[src/rtl/regfile_wr_arbiter.sv]
// Write-port arbiter for the 32x32 register file.
// Two writeback requesters (A: main WB stage, B: long-latency unit) share the
// single write port through a one-cycle registered write stage. A 32-bit
// scoreboard tracks destinations reserved at issue so the control FSM can
// detect read hazards before it reads the register file.
module regfile_wr_arbiter #(
   parameter bit RR_EN       = 1'b1,  // 1: alternate on contention, 0: A always wins
   parameter bit ZERO_REG_RO = 1'b1   // 1: register 0 is never written or reserved
) (
   input  logic        CLK,
   input  logic        RST,
   input  logic        a_valid,
   output logic        a_ready,
   input  logic [4:0]  a_reg,
   input  logic [31:0] a_data,
   input  logic        b_valid,
   output logic        b_ready,
   input  logic [4:0]  b_reg,
   input  logic [31:0] b_data,
   input  logic        rsv_valid,
   input  logic [4:0]  rsv_reg,
   input  logic [4:0]  rd_reg1,
   input  logic [4:0]  rd_reg2,
   output logic        hazard,
   output logic [31:0] busy_mask,
   output logic        RegWr,
   output logic [4:0]  W_Reg,
   output logic [31:0] W_data
);

   // last_grant: 1 means B was granted last, so A wins the next tie
   logic        last_grant_q, last_grant_d;
   logic        regwr_q, regwr_d;
   logic [4:0]  w_reg_q, w_reg_d;
   logic [31:0] w_data_q, w_data_d;
   logic [31:0] busy_q, busy_d;

   logic        a_win, b_win, xfer, drop_zero;
   logic [4:0]  sel_reg;
   logic [31:0] sel_data;

   // Grant selection; readies are forced low while reset is held
   always_comb begin
      a_win   = a_valid & (~b_valid | ~RR_EN | last_grant_q);
      b_win   = b_valid & ~a_win;
      a_ready = a_win & ~RST;
      b_ready = b_win & ~RST;
   end

   // Next-state for the write stage and grant history
   always_comb begin
      xfer         = a_ready | b_ready;
      sel_reg      = a_ready ? a_reg  : b_reg;
      sel_data     = a_ready ? a_data : b_data;
      drop_zero    = ZERO_REG_RO && (sel_reg == 5'd0);
      regwr_d      = xfer & ~drop_zero;
      w_reg_d      = xfer ? sel_reg  : w_reg_q;
      w_data_d     = xfer ? sel_data : w_data_q;
      last_grant_d = xfer ? b_ready  : last_grant_q;
   end

   // Scoreboard: clear on commit, then set on reservation so a same-edge set wins
   always_comb begin
      busy_d = busy_q;
      if (regwr_q)
         busy_d[w_reg_q] = 1'b0;
      if (rsv_valid && !(ZERO_REG_RO && (rsv_reg == 5'd0)))
         busy_d[rsv_reg] = 1'b1;
   end

   // State registers; reset drops any accepted-but-uncommitted write
   always_ff @(posedge CLK or posedge RST) begin
      if (RST) begin
         last_grant_q <= 1'b1;
         regwr_q      <= 1'b0;
         w_reg_q      <= 5'd0;
         w_data_q     <= 32'd0;
         busy_q       <= 32'd0;
      end else begin
         last_grant_q <= last_grant_d;
         regwr_q      <= regwr_d;
         w_reg_q      <= w_reg_d;
         w_data_q     <= w_data_d;
         busy_q       <= busy_d;
      end
   end

   // Hazard lookup; no forwarding, a reserved register stays hazardous until its commit edge
   always_comb begin
      hazard = (busy_q[rd_reg1] & ~(ZERO_REG_RO && (rd_reg1 == 5'd0))) |
               (busy_q[rd_reg2] & ~(ZERO_REG_RO && (rd_reg2 == 5'd0)));
   end

   assign RegWr     = regwr_q;
   assign W_Reg     = w_reg_q;
   assign W_data    = w_data_q;
   assign busy_mask = busy_q;

endmodule
[config.mk]
export PLATFORM = sky130hd
export DESIGN_NAME = regfile_wr_arbiter
export DESIGN_NICKNAME = d
export VERILOG_FILES = /design/src/rtl/regfile_wr_arbiter.sv
export SDC_FILE = /design/constraint.sdc
export NUM_CORES = 1
export LEC_CHECK = 0
export ABC_CLOCK_PERIOD_IN_PS = 3000
export BUFFER_PORTS_ARGS = -buffer_cell sky130_fd_sc_hd__buf_2
export CAP_MARGIN = 20
export CORE_MARGIN = 8
export CORE_UTILIZATION = 42
export CTS_CLUSTER_SIZE = 30
export DETAILED_ROUTE_END_ITERATION = 12
export PLACE_DENSITY = 0.76
export RECOVER_POWER = 100
export REMOVE_ABC_BUFFERS = 1
export SLEW_MARGIN = 5
export SYNTH_ARGS = -nofsm -noshare
export SYNTH_HDL_FRONTEND = slang
export SYNTH_SLANG_ARGS = --single-unit
[constraint.sdc]
create_clock -name CLK -period 3 [get_ports CLK]
set_input_delay 0.45 -clock CLK [delete_from_list [all_inputs] [get_ports CLK]]
set_output_delay 0.45 -clock CLK [all_outputs]
set_load 0.02 [all_outputs]
==> metrics.txt <==
maximum vdd drop=0.239 mV; max-cap violations=1; setup TNS=0 ns; Yosys reg bits=71; outcome=finished with violations; slowest stage delay, CP=0.38 ns; Post-Synth Adder-Cell Area=0; core area=0.00822 sq mm; Placed Cells=626; CP max FO=15; die width=108 microns; Synth Area in XOR/XNOR=0; Routed Antenna Nets=0; Post-Synthesis Cells=372; unrepaired setup endpoints after global routing=false; sequential area share after synthesis=0.500; CP Depth=7; leading area contributor after synthesis=dfrtp_1; Pre-antenna DRT Iters=5; Area contributors post-synth=dfrtp_1 49%, o21ai_0 8.7%, nor2_1 8.2%; crit path to=hazard; Clock Power Share=0.203; clk_skew=0.00949 ns; share of cells above drive strength 1=0.232; Synth async-reset ratio=1.00; Fin Hold WS=0.350 ns; antenna cells=0; GRT Total Usage=0.199; internal reg-to-reg setup slack=1.34 ns; Max Slew Vio Count=69; YS warnings=0; slew at the pin with the worst max-slew slack=1.65 ns; Final Worst Setup Slack=0.389 ns; Post-synth EDFFs=0; drt total wl=11700 microns; main flop type after synthesis=dfrtp_1; Yosys top cell area share=0.493; Final Util=0.550; most frequent cell after synthesis=nor2_1; Vias=3618; GPL Wtd Cong=0.875; first-pass GRT wire length=18500 microns; worst reg2reg endpoint=W_data[21]; failing checks=capacitance limit, slew limit; TritonCTS clock tree=built; Arrival @ worst endpoint=2.16 ns; Worst Setup End Kind=primary output; combinational share of power=0.351; initial antenna violation count=0; combinational family with the most area after synthesis=compound AO/OA/AOI/OAI gates; Layout Nets=627; vias in the first global route=3658; slowest CP cell=mux2_2; final period utilization=0.870; WP data required=2.55 ns; Slew HR=-0.0985; Remaining DRCs=0; PwrDens=741 mW/mm^2; final setup vio count=0; Worst-path clk slew=0.07 ns; IO Pins=167; Mean Syn Cell Area=9.56 sq um; Critical Path Start=rd_reg1[1]; Worst setup SP type=primary input; post-synthesis mux area share=0.0862; initial core utilization=0.433; PostCTS Resize Cnt=0; grt total ovfl=0; RR Startpoint=last_grant_q; endpoints failing hold=0; worst reg2reg path depth=4; CTS Buffer Depth=2; Leakage=1.87 nW; dpl hpwl=8960 microns; internal power=1.99 mW; total clock buffers created by CTS=9; row cnt=33; H-Tree Level Count=3; Post-Synth Simple-Gate Area=0.177; clock latency on the worst-skew pair=0.34 ns; largest net degree at the start of global routing=69; Worst path top cell family by delay=buffers and inverters; Net Switching=1.36 mW; fmax=383 MHz; Cell variety after synth=40; Setup Buffers After CTS=0; switching share of power=0.405; worst slack, placed=0.397 ns; CTS Sinks=71; root buf cell=clkbuf_8; via/cell ratio=5.65; detailed router's first-iteration violation count=164; Setup Crit Path Kind=primary input to primary output; DIE AREA=0.0117 sq mm; crit path time final=2.61 ns; critical-path cell list=buf_2, mux2_2, a221oi_1, a2111oi_0, nor4_1, nand4_1, clkbuf_1; Die H=108 microns; worst hold path class=primary input to flip-flop; Mapped Area=0.00355 sq mm; IO buf count=166; compound-cell area share of the yosys netlist=0.199; Area Overhead vs Synth=27.2%; Non-Filler Instances=640; drt wl/cell=18.3 microns; Commonest cells post-synth=78 x nor2_1, 70 x dfrtp_1, 62 x o21ai_0; Critical path buffers and inverters=2; Seq pwr share=0.446
[how the worst min path moves through the flow]
stage,cells after the start,end,from
2_1_floorplan,1,last_grant_q,last_grant_q
3_3_place_gp,2,W_data[28],RST
3_5_place_dp,2,W_data[5],RST
4_1_cts,3,W_data[6],a_data[6]
5_1_grt,3,W_data[15],a_data[15]
6_report,3,W_data[6],a_data[6]
[timing repair]
item                       4_1_cts  5_1_grt
setup endpoints to repair        0        0
hold endpoints to repair         3        0
hold buffers                     1        0
[worst reg2reg max path: stages, from the launching register on]
cell and delay, ns:
dfstp_2 0.38, o211ai_1 0.21, clkbuf_2 0.63, o22ai_1 0.24
nor2_1 0.13
[routing by layer]
layer / global-route usage / wire length [microns] / up-vias
li1: - / - / 1674
met1: 0.241 / 4630 / 1706
met5: 0 / 0 / -
met4: 0.0664 / 129 / 0
met3: 0.0833 / 1490 / 15
met2: 0.312 / 5470 / 223
[cell type report]
| cell class | count | area [sq um] |
|---|---|---|
| Clock buffer | 12 | 165 |
| Tap cell | 105 | 131 |
| Sequential cell | 71 | 1780 |
| Inverter | 8 | 30.0 |
| Fill cell | 785 | 3690 |
| Multi-Input combinational cell | 272 | 1640 |
| Clock inverter | 1 | 5.00 |
| Timing Repair Buffer | 171 | 773 |
[flip-flops by register name (all words and copies together), names as in the netlist]
signal and count:
last_grant_q 1, busy_mask 32, RegWr 1, W_data 32, W_Reg 5
[placed cells by master (no fill, tap or decap), types with 6 or more instances in the layout]
master    synthesis  final
clkbuf_1         13     74
nor2_1           78     77
nand2_1          18     18
clkbuf_8          0     12
nor2b_1           7      7
nand3_1           6      6
inv_1             7      8
nand3b_1         11     11
dfrtp_1          70     70
o22ai_1          32     32
buf_2             2     92
o21ai_0          62     62
[kinds of logic after synthesis]
kind of cell,after synthesis
flops,71
compound gates,119
simple gates,136
mux,17
buf+inv,29
[metrics by stage]
stage	instance area, sq um	total power, mW
floorplan	3450	2.19
global placement	4450	2.71
detailed placement	4450	2.75
CTS	4630	3.44
global route	4520	3.56
finish	4520	3.35
[power by group through the flow]
stage          clock (mW)  sequential [mW]  combinational (mW)
2_1_floorplan           0             1.74               0.458
3_3_place_gp            0             1.48                1.23
3_5_place_dp            0             1.49                1.26
4_1_cts             0.701             1.48                1.26
5_1_grt             0.750             1.53                1.29
6_report            0.680             1.49                1.17
(Power assumes the default switching activity.)
